File: src/rtl/alu_share_ctrl.sv
// Shares one combinational ALU between two requesters: round-robin arbitration,
// operand hold for the operation latency, and a registered single-cycle response.
module alu_share_ctrl #(
  parameter int WIDTH      = 32,
  parameter int MUL_CYCLES = 3
) (
  input  logic             clk_i,
  input  logic             rst_i,

  input  logic             req0_valid_i,
  output logic             req0_ready_o,
  input  logic [WIDTH-1:0] req0_src1_i,
  input  logic [WIDTH-1:0] req0_src2_i,
  input  logic [3:0]       req0_ctrl_i,

  input  logic             req1_valid_i,
  output logic             req1_ready_o,
  input  logic [WIDTH-1:0] req1_src1_i,
  input  logic [WIDTH-1:0] req1_src2_i,
  input  logic [3:0]       req1_ctrl_i,

  output logic             resp0_valid_o,
  output logic             resp1_valid_o,
  output logic [WIDTH-1:0] resp_result_o,
  output logic             resp_zero_o,

  output logic [WIDTH-1:0] alu_src1_o,
  output logic [WIDTH-1:0] alu_src2_o,
  output logic [3:0]       alu_ctrl_o,
  input  logic [WIDTH-1:0] alu_result_i,
  input  logic             alu_zero_i
);

  localparam logic [3:0] CTRL_MUL = 4'd3;
  localparam logic [3:0] MUL_LOAD = 4'(MUL_CYCLES - 1);

  typedef enum logic [1:0] {
    IDLE = 2'd0,
    EXEC = 2'd1,
    RESP = 2'd2
  } state_t;

  state_t           state_reg, state_next;
  logic             last_grant_reg;
  logic             id_reg;
  logic [3:0]       cnt_reg;
  logic [WIDTH-1:0] src1_reg, src2_reg, result_reg;
  logic [3:0]       ctrl_reg;
  logic             zero_reg;

  logic             grant_id;
  logic             accept;
  logic [WIDTH-1:0] sel_src1, sel_src2;
  logic [3:0]       sel_ctrl;

  // With both requesters pending, the one that did not win last time is granted.
  always_comb begin
    grant_id = 1'b0;
    if (req0_valid_i && req1_valid_i) begin
      grant_id = ~last_grant_reg;
    end else begin
      grant_id = req1_valid_i;
    end
  end

  // Ready is forced low while reset is held so every output reads 0 in reset.
  assign accept       = !rst_i && (state_reg == IDLE) && (req0_valid_i || req1_valid_i);
  assign req0_ready_o = accept && !grant_id;
  assign req1_ready_o = accept && grant_id;

  assign sel_src1 = grant_id ? req1_src1_i : req0_src1_i;
  assign sel_src2 = grant_id ? req1_src2_i : req0_src2_i;
  assign sel_ctrl = grant_id ? req1_ctrl_i : req0_ctrl_i;

  always_comb begin
    state_next = state_reg;
    case (state_reg)
      IDLE:    if (accept) state_next = EXEC;
      EXEC:    if (cnt_reg == 4'd0) state_next = RESP;
      RESP:    state_next = IDLE;
      default: state_next = IDLE;
    endcase
  end

  always_ff @(posedge clk_i or posedge rst_i) begin
    if (rst_i) begin
      state_reg      <= IDLE;
      last_grant_reg <= 1'b1;
      id_reg         <= 1'b0;
      cnt_reg        <= 4'd0;
      src1_reg       <= '0;
      src2_reg       <= '0;
      ctrl_reg       <= 4'd0;
      result_reg     <= '0;
      zero_reg       <= 1'b0;
    end else begin
      state_reg <= state_next;
      case (state_reg)
        IDLE: begin
          if (accept) begin
            src1_reg       <= sel_src1;
            src2_reg       <= sel_src2;
            ctrl_reg       <= sel_ctrl;
            id_reg         <= grant_id;
            last_grant_reg <= grant_id;
            cnt_reg        <= (sel_ctrl == CTRL_MUL) ? MUL_LOAD : 4'd0;
          end
        end
        EXEC: begin
          // The ALU is assumed settled by the last execute cycle; sample it there.
          if (cnt_reg != 4'd0) begin
            cnt_reg <= cnt_reg - 4'd1;
          end else begin
            result_reg <= alu_result_i;
            zero_reg   <= alu_zero_i;
          end
        end
        default: ;
      endcase
    end
  end

  assign resp0_valid_o = (state_reg == RESP) && !id_reg;
  assign resp1_valid_o = (state_reg == RESP) && id_reg;
  assign resp_result_o = result_reg;
  assign resp_zero_o   = zero_reg;
  assign alu_src1_o    = src1_reg;
  assign alu_src2_o    = src2_reg;
  assign alu_ctrl_o    = ctrl_reg;

endmodule

File: config.mk
export PLATFORM = sky130hd
export DESIGN_NAME = alu_share_ctrl
export DESIGN_NICKNAME = d
export VERILOG_FILES = /design/src/rtl/alu_share_ctrl.sv
export SDC_FILE = /design/constraint.sdc
export NUM_CORES = 1
export LEC_CHECK = 0
export BUFFER_PORTS_ARGS = -buffer_cell sky130_fd_sc_hd__buf_4
export CAP_MARGIN = 30
export CELL_PAD_IN_SITES_DETAIL_PLACEMENT = 1
export CELL_PAD_IN_SITES_GLOBAL_PLACEMENT = 1
export CORE_MARGIN = 2
export CORE_UTILIZATION = 35
export DETAILED_ROUTE_END_ITERATION = 16
export PLACE_DENSITY = 0.95
export SLEW_MARGIN = 15
export SYNTH_ARGS = -nofsm -noshare
export SYNTH_HDL_FRONTEND = slang
export SYNTH_SLANG_ARGS = --single-unit
File: constraint.sdc
create_clock -name clk_i -period 11.42 [get_ports clk_i]
set_input_delay 2.284 -clock clk_i [delete_from_list [all_inputs] [get_ports clk_i]]
set_output_delay 2.284 -clock clk_i [all_outputs]
set_load 0.02 [all_outputs]
; ---- Word level (Yosys, flattened, before mapping)
; Index checks and enable logic that the tools add are counted.
[word_totals]
ff_bits = 109
word_cells = 48
out_inout_bits = 105
[op_classes]
n_addsub = 1
n_mux = 11
eq_ne = 6
reduce_logical = 19
bitwise_logic = 2
[ops]
columns = cell, count
row1 = 2-to-1 mux 32 bit, 2
row2 = 2-to-1 mux 4 bit, 3
row3 = one-hot mux 4 bit (2 select lines), 1
row4 = logical AND 1 bit, 7
row5 = 2-to-1 mux 2 bit, 3
row6 = != test 2 bit (second input constant), 3
row7 = AND reduction 2 bit, 3
row8 = equality test 4 x 2 -> 1 bit (second input constant), 1
row9 = zero test 4 bit, 1
row10 = one-hot mux 2 bit (2 select lines), 1
row11 = nonzero test 4 bit, 1
row12 = subtractor 4 x 1 -> 4 bit (second input constant), 1
row13 = zero test 1 bit, 3
row14 = AND reduction 3 bit, 1
row15 = equality test 2 x 1 -> 1 bit (second input constant), 1
row16 = equality test 2 bit (second input constant), 1
row17 = zero test 2 bit, 1
row18 = inverter 1 bit, 2
row19 = nonzero test 2 bit, 1
row20 = logical OR 1 bit, 1
row21 = 2-to-1 mux 1 bit, 1

; ---- Logic depth before layout (Yosys ltp)
; Gate-level depths: netlist (run 1).
[logic_depth]
ltp_word = 7
mapped_depth = 7

; ---- Least setup slack after synthesis (run 1)
; No wires, ideal clock.
[synth_path]
kind = input-to-output
from = input port rst_i
to = output port req0_ready_o
n_path_buf = 2
stages = 5
path_slack_ns = 5.743
required_time_ns = 9.136
arrival_ns = 3.393
path_cell_list = o21bai_1 or3_4 buf_6 buf_2 nor2_1
[synth_between]
elab_chain_len = 4
[synth_lines]
columns = item, line_no
row1 = from (decl), 8  ; input logic rst_i,
row2 = zero test 1 bit (no source line), --
row3 = logical AND 1 bit (2 in series), 67  ; assign accept = !rst_i && (state_reg == IDLE) && (req0_valid_i || req1_valid_i);
row4 = logical AND 1 bit, 68  ; assign req0_ready_o = accept && !grant_id;
row5 = to (decl), 11  ; output logic req0_ready_o,
; No other way between the ends.

; ---- Worst setup path in the final report (run 1)
[layout_path]
from = input port req0_valid_i
to = output port req1_ready_o
[layout_between]
elab_chain_len = 3
word_cells_on_any_way = 5
classes_between = 1 x mux / 4 x reduce/logical
[layout_lines]
columns = item, line_no
row1 = from (decl), 10  ; input logic req0_valid_i,
row2 = logical AND 1 bit / logical OR 1 bit (equally long branches), "59, 67"
row3 = 2-to-1 mux 1 bit / logical AND 1 bit (equally long branches), "59, 67"
row4 = logical AND 1 bit (*), 69  ; assign req1_ready_o = accept && grant_id;
row5 = to (decl), 17  ; output logic req1_ready_o,
; Mark *: on every way between the ends. The rest lies on a longest branch, timed or not.

==> flow_metrics.env, run 1 <==
export IMPL_max_slew_margin_pct=42.8
export IMPL_finalCritPeriodShare_pct=56.2
export IMPL_clkTransAtPathRegs_ps=70
export IMPL_post_route_min_period_ps=6420
export IMPL_antenna_found_initial=0
export IMPL_p_leak_nw=3.75
export IMPL_hold_path_class="flop to flop"
export IMPL_grt_usage_pct=20.8
export IMPL_cp_endpoint="req1_ready_o"
export IMPL_yosysSeqAreaShare_pct=56.9
export IMPL_grt_overflow_total=0
export IMPL_crit_start="req0_valid_i"
export IMPL_vdd_drop_max_uv=119
export IMPL_netlist_area_leader_share_pct=56.3
export IMPL_postSynth_asyncResetShare_pct=100
export IMPL_finalHoldViolations=0
export IMPL_antenna_cells=0
export IMPL_pwr_share_clk_pct=16.2
export IMPL_pwr_share_comb_pct=48.6
export IMPL_die_area_um2=14700
export IMPL_drcViolationCount=0
export IMPL_setup_viol=0
export IMPL_synth_area_leaders="dfrtp_1 (56%), mux2i_1 (14%), mux2_2 (8.2%)"
export IMPL_vias_per_cell=4.86
export IMPL_rsz0062_at_grt="no"
export IMPL_grt_pass1_wl_mm=23.8
export IMPL_via_count=4173
export IMPL_wire_per_inst_um=17.7
export IMPL_cts_max_path_buffers=2
export IMPL_first_pass_iters=4
export IMPL_avgSynthCellArea_um2=11.6
export IMPL_required_ps=9140
export IMPL_boundaryPins=278
export IMPL_multiInputGateArea_um2=1900
export IMPL_finalSetupTns_ps=0
export IMPL_cts_buffers=9
export IMPL_synth_cells=412
export IMPL_fp_dieH_um=121
export IMPL_wirelength_mm=15.2
export IMPL_reg2reg_to="cnt_reg[1]$_DFFE_PP0P_"
export IMPL_ys_types=31
export IMPL_cellPowerDensity_nw_per_um2=268
export IMPL_synth_edf_count=0
export IMPL_hold_depth=2
export IMPL_end_kind="output pin"
export IMPL_drtAntennaViolNets=0
export IMPL_worst_clock_skew_ps=6.51
export IMPL_crit_arrival_ps=4130
export IMPL_grt_max_degree=88
export IMPL_rr_worst_depth=6
export IMPL_switchingPower_w=0.000771
export IMPL_yosys_area_top_type="dfrtp_1"
export IMPL_critPathLaunchType="primary input"
export IMPL_critPathMaxFanout=39
export IMPL_worst_pin_slew_ps=854
export IMPL_cts_htree_levels=3
export IMPL_register_area_um2=2730
export IMPL_start_util_pct=36.1
export IMPL_hpwl_mm=11.7
export IMPL_clock_latency_ps=330
export IMPL_syn2layout_area_growth_pct=51.9
export IMPL_swShare_pct=39.5
export IMPL_synth_main_ff_cell="dfrtp_1"
export IMPL_p_int_w=0.00118
export IMPL_syn_area_um2=4800
export IMPL_post_synth_top_count_cell="dfrtp_1"
export IMPL_report_final_slew_viol_count=0
export IMPL_r2r_start="last_grant_reg$_DFFE_PP1P_"
export IMPL_row_count=42
export IMPL_postPlaceCellArea_um2=6980
export IMPL_core_area_um2=13300
export IMPL_fill_cells=1452
export IMPL_synth_common_cells="dfrtp_1 (108), nand2_1 (72), mux2i_1 (69)"
export IMPL_ys_seq_elements=109
export IMPL_routabilityCongestion=0.798
export IMPL_status="completed"
export IMPL_cts_resized_gates=0
export IMPL_synth_nets=587
export IMPL_cts_root_buf="clkbuf_16"
export IMPL_dr_first_iter_drc_count=161
export IMPL_cap_violations=0
export IMPL_die_x_um=121
export IMPL_cts_sinks=109
export IMPL_postCtsSetupBuffers=0
export IMPL_finalPower_w=0.00195
export IMPL_fin_area_um2=7280
export IMPL_max_freq_ghz=0.156
export IMPL_path_class="primary input to output pin"
export IMPL_final_layout_size_suffix_gt1_share_pct=49.0
export IMPL_grt_pass1_vias=4823
export IMPL_fin_nets=853
export IMPL_yosysWarnings=0
export IMPL_cts_tree="built"
export IMPL_power_frac_seq_pct=35.2
export IMPL_postCtsHoldBufs=0
export IMPL_r2r_setup_slack_ps=9140
export IMPL_portBuffers=277
-- stage by stage --
stage                     util, %  worst slack, ps  hold slack, ps  std cells
after floorplan                 -             5740             466        412
after global placement       52.5             5060             465        843
after detailed placement     52.5             4970             471        843
after CTS                    54.8             4970             487        859
after global routing         54.8             4870             523        859
final                        54.8             5000             483        859
-- how the worst min path moves through the flow --
stage	start	to	slack, ps
3_3_place_gp	alu_src2_o[23]$_DFFE_PP0P_	alu_src2_o[23]$_DFFE_PP0P_	470
4_1_cts	alu_src1_o[1]$_DFFE_PP0P_	alu_src1_o[1]$_DFFE_PP0P_	490
6_report	alu_src1_o[1]$_DFFE_PP0P_	alu_src1_o[1]$_DFFE_PP0P_	480
5_1_grt	alu_src1_o[20]$_DFFE_PP0P_	alu_src1_o[20]$_DFFE_PP0P_	520
2_1_floorplan	id_reg$_DFFE_PP0P_	id_reg$_DFFE_PP0P_	470
3_5_place_dp	alu_src2_o[2]$_DFFE_PP0P_	alu_src2_o[2]$_DFFE_PP0P_	470
-- cell usage in the layout (no fill, tap or decap), types with 2 or more instances in the layout --
cell,synthesis,layout
a211o_1,2,2
a21o_1,2,2
buf_4,6,281
clkbuf_1,3,2
clkbuf_16,0,9
clkbuf_8,0,2
dfrtp_1,108,108
ha_1,2,2
inv_1,5,4
mux2_2,35,35
mux2i_1,69,69
nand2_1,72,72
nor2_1,5,5
nor3_1,2,2
nor3b_1,2,2
nor4_1,2,2
o21ai_0,53,53
o21ai_1,15,15
-- logic make-up after synthesis --
family / Yosys count / synth area share, %
AOI/OAI and AO/OA: 77 / 8.48
muxes: 104 / 22.6
DFF: 109 / 56.9
and+or+nand+nor: 89 / 7.77
buffers and inverters: 31 / 3.73
adders and majority gates: 2 / 0.522
-- critical path, stage by stage --
cell and delay, ps:
buf_4 130, a21boi_4 140, buf_4 500, buf_4 620
and2_1 260, buf_4 160
-- metal layers --
layer	up-vias	global-route usage [%]	wire (um)
li1	1952	-	-
met3	29	5.08	982
met1	2030	21.3	5330
met2	162	40.6	8500
met5	-	0	0
met4	0	6.76	346
-- final cells by class --
class / count / area share, %
Sequential cell: 109 / 37.5
Timing Repair Buffer: 281 / 29.0
Multi-Input combinational cell: 272 / 26.1
Clock buffer: 13 / 3.57
Tap cell: 176 / 3.02
Clock inverter: 3 / 0.601
Inverter: 5 / 0.292
-- power groups by stage --
| stage | Combinational (W) | Sequential, W | Clock (W) |
|---|---|---|---|
| finish | 0.000950 | 0.000687 | 0.000317 |
| global placement | 0.000913 | 0.000677 | 0 |
| detailed placement | 0.000959 | 0.000694 | 0 |
| floorplan | 0.000333 | 0.000886 | 0 |
| CTS | 0.000964 | 0.000690 | 0.000326 |
| global route | 0.00103 | 0.000711 | 0.000339 |
Note: power is estimated with default switching activity, not from simulation.
==> run 2, diff against run 1 <==
- CORE_UTILIZATION: 35 -> 32
- PLACE_DENSITY: 0.95 -> 0.9
- clock period: 11.42 -> 6.3 ns (I/O delays scaled with it)
==> run 2 against run 1 <==
Net effect:
- cell area increased by 0.12%
- via count fell by 0.98%
- combinational power rose by 81%
- clock power grew 70%
- hold slack improved by 6.7 ps
- cell count is 0.93% higher
- sequential share of layout area about the same
- die area grew 9.1%
- count of clock-buffer cells in the layout rose by 2
- register-to-register slack got worse by 5100 ps
- largest power group unchanged
==> flow_metrics.env, run 2 (synthesized netlist as in run 1, its figures left out) <==
export IMPL_clock_latency_ps=340
export IMPL_max_freq_ghz=0.265
export IMPL_path_class="primary input to output pin"
export IMPL_rr_worst_depth=5
export IMPL_cts_buffers=9
export IMPL_cp_cell_sequence="buf_4 -> o21bai_1 -> or3_4 -> nor2_1 -> buf_4"
export IMPL_cp_endpoint="req0_ready_o"
export IMPL_cts_sinks=109
export IMPL_syn2layout_area_growth_pct=52.0
export IMPL_mostFrequentLayoutCells="buf_4 (280), dfrtp_1 (108), nand2_1 (72), mux2i_1 (69), o21ai_0 (53)"
export IMPL_drtAntennaViolNets=0
export IMPL_fin_nets=853
export IMPL_crit_start="rst_i"
export IMPL_finalPower_w=0.00351
export IMPL_antenna_found_initial=0
export IMPL_grt_max_degree=73
export IMPL_critPathSlowestCell="or3_4"
export IMPL_grt_pass1_vias=4599
export IMPL_report_final_slew_viol_count=0
export IMPL_post_route_min_period_ps=3780
export IMPL_r2r_setup_slack_ps=4040
export IMPL_postCtsSetupBuffers=0
export IMPL_vdd_drop_max_uv=227
export IMPL_p_leak_nw=3.75
export IMPL_wire_per_inst_um=17.0
export IMPL_dr_first_iter_drc_count=98
export IMPL_vias_per_cell=4.77
export IMPL_cts_resized_gates=0
export IMPL_fill_cells=1575
export IMPL_layout_commonest_cell="buf_4"
export IMPL_worst_pin_slew_ps=831
export IMPL_via_count=4132
export IMPL_clkTransAtPathRegs_ps=60
export IMPL_hold_path_class="flop to flop"
export IMPL_max_slew_margin_pct=44.4
export IMPL_rsz0062_at_grt="no"
export IMPL_grt_overflow_total=0
export IMPL_reg2reg_to="resp_result_o[4]$_DFFE_PP0P_"
export IMPL_register_area_um2=2730
export IMPL_cp_depth=5
export IMPL_setup_viol=0
export IMPL_crit_buf_inv=2
export IMPL_final_util_pct=50.0
export IMPL_required_ps=5040
export IMPL_final_layout_size_suffix_gt1_share_pct=48.9
export IMPL_critPathLaunchType="primary input"
export IMPL_met2_usage_pct=36.5
export IMPL_postCtsHoldBufs=0
export IMPL_crit_path_frequent_cell="buf_4"
export IMPL_worst_clock_skew_ps=8.31
export IMPL_row_count=44
export IMPL_hpwl_mm=11.5
export IMPL_drcViolationCount=0
export IMPL_fp_dieH_um=126
export IMPL_gr_usage_met1_pct=18.0
export IMPL_finalSetupTns_ps=0
export IMPL_cts_root_buf="clkbuf_16"
export IMPL_antenna_cells=0
export IMPL_r2r_start="cnt_reg[0]$_DFFE_PP0P_"
export IMPL_die_x_um=126
export IMPL_busiest_layer="met2"
export IMPL_cellPowerDensity_nw_per_um2=481
export IMPL_boundaryPins=278
export IMPL_cts_htree_levels=3
export IMPL_critPathMaxFanout=68
export IMPL_crit_family="simple AND/OR/NAND/NOR gates"
export IMPL_status="completed"
export IMPL_cts_tree="built"
export IMPL_finalCritPeriodShare_pct=60.0
export IMPL_routabilityCongestion=0.801
export IMPL_first_pass_iters=4
export IMPL_cap_violations=0
export IMPL_core_area_um2=14600
export IMPL_wirelength_mm=14.7
export IMPL_end_kind="output pin"
export IMPL_grt_use_met3_pct=4.43
export IMPL_slowest_delay_ps=610
export IMPL_grt_usage_pct=18.2
export IMPL_start_util_pct=32.9
export IMPL_multiInputGateArea_um2=1900
export IMPL_finalHoldViolations=0
export IMPL_grt_pass1_wl_mm=23.1
export IMPL_die_area_um2=16000
export IMPL_cts_max_path_buffers=2
export IMPL_crit_arrival_ps=2520
export IMPL_portBuffers=277
[run 2: worst min-delay path, stage by stage (launching register included)]
cell     delay (ps)
dfrtp_1         340
nand2_1          50
o21ai_1          60
[run 2: power by group]
group	total [W]	switching (W)	internal (W)
clock network	0.000538	0.000237	0.000301
registers	0.00125	0.000207	0.00104
logic	0.00172	0.000945	0.000776
total	0.00351	0.00139	0.00212
[run 2: layout make-up]
type / count / share of cell area [%]
Clock inverter: 1 / 0.0686
Tap cell: 184 / 3.16
Sequential cell: 109 / 37.4
Timing Repair Buffer: 281 / 29.2
Multi-Input combinational cell: 272 / 26.1
Clock buffer: 15 / 3.81
Inverter: 5 / 0.292
[run 2: layer usage]
metal / routed length [um] / up-vias
met4: 309 / 0
li1: - / 1958
met3: 964 / 22
met5: 0 / -
met1: 5110 / 1996
met2: 8360 / 156
[run 2: worst min path at each step]
stage	startpoint	endpoint	slack (ps)	depth (start not counted)
final	alu_src2_o[20]$_DFFE_PP0P_	alu_src2_o[20]$_DFFE_PP0P_	490	2
after global routing	alu_src1_o[16]$_DFFE_PP0P_	alu_src1_o[16]$_DFFE_PP0P_	510	2
after CTS	alu_src1_o[5]$_DFFE_PP0P_	alu_src1_o[5]$_DFFE_PP0P_	490	2
after detailed placement	alu_src1_o[5]$_DFFE_PP0P_	alu_src1_o[5]$_DFFE_PP0P_	480	2
after global placement	alu_src1_o[19]$_DFFE_PP0P_	alu_src1_o[19]$_DFFE_PP0P_	470	2
after floorplan	id_reg$_DFFE_PP0P_	id_reg$_DFFE_PP0P_	470	1
[run 2: stage by stage]
| stage | std cells | cell area (um2) | setup slack, ps | hold slack [ps] |
|---|---|---|---|---|
| final | 867 | 7290 | 2520 | 490 |
| after global routing | 867 | 7290 | 2440 | 512 |
| after CTS | 867 | 7290 | 2520 | 493 |
| after detailed placement | 851 | 7010 | 2520 | 479 |
| after global placement | 850 | 6980 | 2360 | 466 |
| after floorplan | 412 | 4800 | 2170 | 466 |
